## config.mk

```make
export PLATFORM = sky130hd
export DESIGN_NAME = mac_sequencer
export DESIGN_NICKNAME = d
export VERILOG_FILES = /design/src/rtl/mac_sequencer_pkg.sv /design/src/rtl/mac_sequencer_token_pipe.sv /design/src/rtl/mac_sequencer.sv
export SDC_FILE = /design/constraint.sdc
export NUM_CORES = 1
export LEC_CHECK = 0
export CORE_ASPECT_RATIO = 0.8
export CORE_MARGIN = 1.5
export CORE_UTILIZATION = 33
export CTS_CLUSTER_DIAMETER = 200
export DETAILED_ROUTE_END_ITERATION = 8
export GPL_TIMING_DRIVEN = 0
export SYNTH_ARGS = -nofsm -noshare
export SYNTH_HDL_FRONTEND = slang
export SYNTH_SLANG_ARGS = --single-unit
export TNS_END_PERCENT = 100
```

## constraint.sdc

```tcl
create_clock -name clk -period 1.4 [get_ports clk]
set_input_delay 0.28 -clock clk [delete_from_list [all_inputs] [get_ports clk]]
set_output_delay 0.28 -clock clk [all_outputs]
set_load 0.01 [all_outputs]
```

## src/rtl/mac_sequencer_pkg.sv

```systemverilog
// Shared definitions for the MAC sequencer: state encoding and latency limits.
package mac_sequencer_pkg;

  typedef enum logic [2:0] {
    ST_IDLE  = 3'd0,
    ST_CLEAR = 3'd1,
    ST_RUN   = 3'd2,
    ST_DRAIN = 3'd3,
    ST_HOLD  = 3'd4
  } state_t;

  localparam int MUL_LAT_MIN = 1;
  localparam int MUL_LAT_MAX = 8;

  function automatic bit mul_lat_legal(input int lat);
    return (lat >= MUL_LAT_MIN) && (lat <= MUL_LAT_MAX);
  endfunction

endpackage

```

## src/rtl/mac_sequencer_token_pipe.sv

```systemverilog
// Token shift register that tracks operand pairs through the multiplier
// pipeline. out is the token leaving the pipe. last_token flags that only the
// oldest slot holds a token, i.e. the accumulate now leaving is the final one.
module mac_sequencer_token_pipe #(
  parameter int DEPTH = 2
) (
  input  logic clk,
  input  logic rst,
  input  logic flush,
  input  logic token_in,
  output logic token_out,
  output logic last_token
);

  localparam logic [DEPTH-1:0] MSB_ONLY = DEPTH'(1) << (DEPTH - 1);

  logic [DEPTH-1:0] pipe;

  // A single-stage pipe has no lower bits to shift, so it gets its own form.
  if (DEPTH == 1) begin : g_single
    // Capture the newest token; flush discards it.
    always_ff @(posedge clk) begin
      if (rst || flush) pipe <= '0;
      else              pipe <= token_in;
    end
  end else begin : g_multi
    // Shift tokens toward the MSB; flush discards everything in flight.
    always_ff @(posedge clk) begin
      if (rst || flush) pipe <= '0;
      else              pipe <= {pipe[DEPTH-2:0], token_in};
    end
  end

  assign token_out  = pipe[DEPTH-1];
  assign last_token = (pipe == MSB_ONLY);

endmodule

```

## src/rtl/mac_sequencer.sv

```systemverilog
// Control FSM for the MAC datapath. Accepts operand pairs, pulses the operand
// load and accumulator clear/enable strobes, and hands off the finished result.
//
// state | meaning
// IDLE  | waiting for start
// CLEAR | accumulator cleared this cycle
// RUN   | accepting operand pairs
// DRAIN | all pairs taken, waiting for the multiplier to empty
// HOLD  | result valid, waiting for out_ready
module mac_sequencer
  import mac_sequencer_pkg::*;
#(
  parameter int LEN_W   = 4,
  parameter int MUL_LAT = 2
) (
  input  logic             clk,
  input  logic             rst,
  input  logic             start,
  input  logic [LEN_W-1:0] len,
  input  logic             abort,
  input  logic             in_valid,
  output logic             in_ready,
  output logic             load_ab,
  output logic             acc_clr,
  output logic             acc_en,
  output logic             out_valid,
  input  logic             out_ready,
  output logic             busy,
  output logic             done
);

  if (!mul_lat_legal(MUL_LAT)) begin : g_bad_mul_lat
    $error("mac_sequencer: MUL_LAT must be within 1..8");
  end

  state_t           state, state_nxt;
  logic [LEN_W-1:0] remaining;
  logic             accept;
  logic             cancel;
  logic             last_token;

  assign accept  = in_valid & in_ready;
  assign load_ab = accept;
  // abort only means something once a vector is underway.
  assign cancel  = abort && (state != ST_IDLE);

  mac_sequencer_token_pipe #(
    .DEPTH(MUL_LAT)
  ) u_token_pipe (
    .clk       (clk),
    .rst       (rst),
    .flush     (cancel),
    .token_in  (accept),
    .token_out (acc_en),
    .last_token(last_token)
  );

  // State register.
  always_ff @(posedge clk) begin
    if (rst) state <= ST_IDLE;
    else     state <= state_nxt;
  end

  // Next-state decode and state-derived strobes.
  always_comb begin
    state_nxt = state;
    in_ready  = 1'b0;
    acc_clr   = 1'b0;
    out_valid = 1'b0;
    busy      = (state != ST_IDLE);
    case (state)
      ST_IDLE: begin
        if (start) state_nxt = ST_CLEAR;
      end
      ST_CLEAR: begin
        acc_clr   = 1'b1;
        state_nxt = (remaining != '0) ? ST_RUN : ST_HOLD;
      end
      ST_RUN: begin
        // Gating on remaining keeps the counter from ever wrapping.
        in_ready = (remaining != '0);
        if (accept && (remaining == LEN_W'(1))) state_nxt = ST_DRAIN;
      end
      ST_DRAIN: begin
        if (last_token) state_nxt = ST_HOLD;
      end
      ST_HOLD: begin
        out_valid = 1'b1;
        if (out_ready) state_nxt = ST_IDLE;
      end
      default: state_nxt = ST_IDLE;
    endcase
    if (cancel) state_nxt = ST_IDLE;
  end

  // Pairs still to accept in the current vector.
  always_ff @(posedge clk) begin
    if (rst || cancel)                    remaining <= '0;
    else if ((state == ST_IDLE) && start) remaining <= len;
    else if (accept)                      remaining <= remaining - LEN_W'(1);
  end

  // One-cycle completion pulse following the result handshake.
  always_ff @(posedge clk) begin
    if (rst) done <= 1'b0;
    else     done <= (state == ST_HOLD) && out_ready && !abort;
  end

endmodule

```

==> impl_results.md, run 1 <==
- Post-Syn Nets: 77
- Crit path capture type: output port
- Final setup fails: 8
- Leakage: 0.000410 uW
- Switching share of power: 32.1%
- First-pass GRT wire length: 2170 um
- Slew HR: 82.0%
- Core Box Area: 1610 um2
- Initial drt markers: 13
- Rows: 13
- Hold buffers post-CTS: 0
- Starting Density: 35.2%
- Synth Register Bits: 10
- Fin. max-slew vios: 0
- Clock Sinks: 10
- Critical path launch point type: flop
- Failing checks: setup timing
- Die outline height: 40.1 um
- Residual DRC: 0
- Ys async rst share: 0%
- Gpl congestion: 0.709
- Die X: 49.3 um
- CP Cell Sequence: inv_2 > ha_4 > or3b_4 > and3_4 > buf_6
- Num CTS Buffers: 3
- IO Port Bufs: 16
- Library cells used by synthesis: 31
- Post-synthesis cell area: 567 um2
- Buf/Inv on CP: 2
- Clock share of power: 26.2%
- Synth top area share: 35.3%
- Die ar.: 1980 um2
- Final net count: 107
- DR WL/cell: 12.2 um
- YS warnings: 0
- Placed cells: 103
- Non-Filler Instances: 116
- Worst hold start: u_token_pipe.pipe[0]
- Setup Crit Path Kind: reg -> out
- Register area share after synthesis: 35.3%
- Final Power: 1010 uW
- All-Layer GR Usage: 15.5%
- Period utilization: 127%
- Min-Delay Path Depth: 2
- Clk slew on worst S/H paths: 0.07 ns
- Routed WL: 1420 um
- Internal: 684 uW
- Max FO, Critical Path: 4
- Worst R2R Path Depth: 7
- Achievable Freq: 562 MHz
- Area leader, netlist: dfxtp_1
- Ys flop type: dfxtp_1
- Final Hold Viols: 0
- Post-layout min period: 1.78 ns
- WHS Endpoint: u_token_pipe.pipe[1]
- Ports: 17
- ANT cells: 0
- Syn Inst Count: 65
- P&R area growth vs syn: 67.5%
- Top cells by area, synth: dfxtp_1, ha_1, nor2_1
- RR Startpoint: remaining[0]
- Largest net degree at the start of global routing: 11
- Dpl ws: -0.611 ns
- R2r endpoint: remaining[3]
- Actual slew at the worst max-slew pin: 0.269 ns
- Max Cap Viol: 0
- Hpwl dp: 880 um
- Crit path arrival time: 1.50 ns
- Clk root buf: clkbuf_4
- H-tree depth: 1
- Sequential power share: 35.6%
- Congestion Overflow GR: 0
- CTS tree: done
- Max incr delay on CP: 0.41 ns
- Layout Skew: 0.00489 ns
- Number of nets still failing antenna checks after routing: 0
- Worst hold path class: reg -> reg
- Vias: 557
- Avg Cell Area, Syn: 8.72 um2
- Longest Clk Path Bufs: 2
- Slowest cell on crit path: or3b_4
- Worst path required time: 1.12 ns
- NetSw: 323 uW
- Final-layout fill cell count: 140
- EDFF count, synth: 0
- DR vias/cell: 4.80
- P per Cell Area: 1060 nW/um2
- Share of layout cells above drive strength 1: 45.7%
- R2R Setup Slk: -0.16 ns
- Vias in the first global route: 479
- RSZ-0062 raised after global routing: true
- Setup WS post-layout: -0.380 ns
- Drt pass-1 iters: 4
- Initial antenna violation count: 0
- Cell family with most CP delay: simple AND/OR/NAND/NOR gates
- Logic pwr share: 38.2%
- Status: finished, violations left
- Worst-Skew Late Latency: 0.27 ns
- Max VDD drop: 0.504 mV
==> layout make-up <==
| class | instances | area [um2] | area share, % |
|---|---|---|---|
| Buffer | 2 | 25.0 | 2.64 |
| Clock buffer | 4 | 36.3 | 3.82 |
| Inverter | 5 | 18.8 | 1.98 |
| Multi-Input combinational cell | 47 | 399 | 42.0 |
| Sequential cell | 10 | 211 | 22.3 |
| Tap cell | 22 | 27.5 | 2.90 |
| Timing Repair Buffer | 26 | 231 | 24.4 |
==> worst max-delay path by stage <==
| stage | start | endpoint | slack (ns) | cells after the start |
|---|---|---|---|---|
| 6_report | remaining[0] | in_ready | -0.38 | 5 |
| 5_1_grt | remaining[0] | in_ready | -0.42 | 5 |
| 4_1_cts | remaining[1] | in_ready | -0.36 | 5 |
| 3_5_place_dp | in_valid | load_ab | -0.61 | 5 |
| 3_3_place_gp | in_valid | load_ab | -0.61 | 5 |
| 2_1_floorplan | remaining[0] | load_ab | -0.0007 | 5 |
==> stage by stage <==
step / utilization, % / instance area [um2] / hold slack (ns) / TNS, ns
2_1_floorplan: - / 573 / 0.417 / -0.000680
3_3_place_gp: 47.2 / 761 / 0.432 / -2.16
3_5_place_dp: 47.2 / 761 / 0.435 / -2.26
4_1_cts: 55.6 / 896 / 0.443 / -1.02
5_1_grt: 59.0 / 950 / 0.461 / -1.80
6_report: 59.0 / 950 / 0.441 / -1.24
==> worst register-to-register path, cell delays in order, from the launching register on <==
cell and delay [ns]:
dfxtp_2 0.32, inv_2 0.08, ha_4 0.13, or3b_4 0.41, buf_4 0.17, nand3_1 0.09, xor2_1 0.15, a211oi_1 0.08
==> what timing repair did <==
item | in CTS | in global routing
setup buffers | 9 | 2
pin swaps | 7 | 5
resized for setup | 34 | 14
setup endpoints to repair | 11 | 12
==> power groups by stage <==
stage	Combinational [uW]	Sequential, uW	Clock, uW
floorplan	195	340	0
global placement	284	344	0
detailed placement	286	345	0
global route	417	363	289
CTS	358	342	268
finish	385	359	264
==> cell usage in the layout (no fill, tap or decap), types with 2 or more instances in the layout <==
cell             count
nand3_1              4
nor3_1               2
inv_1                2
a21oi_1              2
nand2_1              3
buf_2                4
nand3b_1             2
nor2_1               5
clkdlybuf4s50_1      9
dfxtp_2              3
a211oi_1             2
inv_2                3
buf_6                4
dfxtp_1              5
dfxtp_4              2
a31oi_1              2
clkbuf_4             3
xor2_1               2
buf_4                8
nor2b_1              2
==> cell usage after synthesis, types with 3 or more instances <==
master and count:
nand2_1 3, a31oi_1 3, dfxtp_1 10, nor3_1 3
nand3_1 4, inv_1 5, nor2_1 6
==> metal layers <==
metal / up-vias / wire length (um) / track usage (%)
met5: - / 0 / 0
met2: 15 / 629 / 23.0
met1: 254 / 688 / 21.1
met3: 4 / 86 / 5.97
li1: 284 / - / -
met4: 0 / 15 / 4.29
==> flip-flops by register name (all words and copies together) (netlist names) <==
| name | count |
|---|---|
| state | 3 |
| done | 1 |
| remaining | 4 |
| u_token_pipe.pipe | 2 |
==> cell families after synthesis <==
| group | after synthesis | synth area share, % |
|---|---|---|
| buffers and inverters | 8 | 9.71 |
| and+or+nand+nor | 31 | 32.2 |
| DFF | 10 | 35.3 |
| AOI/OAI and AO/OA | 11 | 13.7 |
| xor gates and xnor gates | 3 | 4.64 |
| adders and majority gates | 2 | 4.41 |
(Power assumes the default switching activity.)
==> run 2: changes to the inputs <==
--- a/config.mk
+++ b/config.mk
@@ -5,6 +5,7 @@
 export SDC_FILE = /design/constraint.sdc
 export NUM_CORES = 1
 export LEC_CHECK = 0
+export CAP_MARGIN = 20
 export CORE_ASPECT_RATIO = 0.8
 export CORE_MARGIN = 1.5
 export CORE_UTILIZATION = 33
==> results of run 2 <==
Final layout, timing and power as in run 1 (identical DEF).
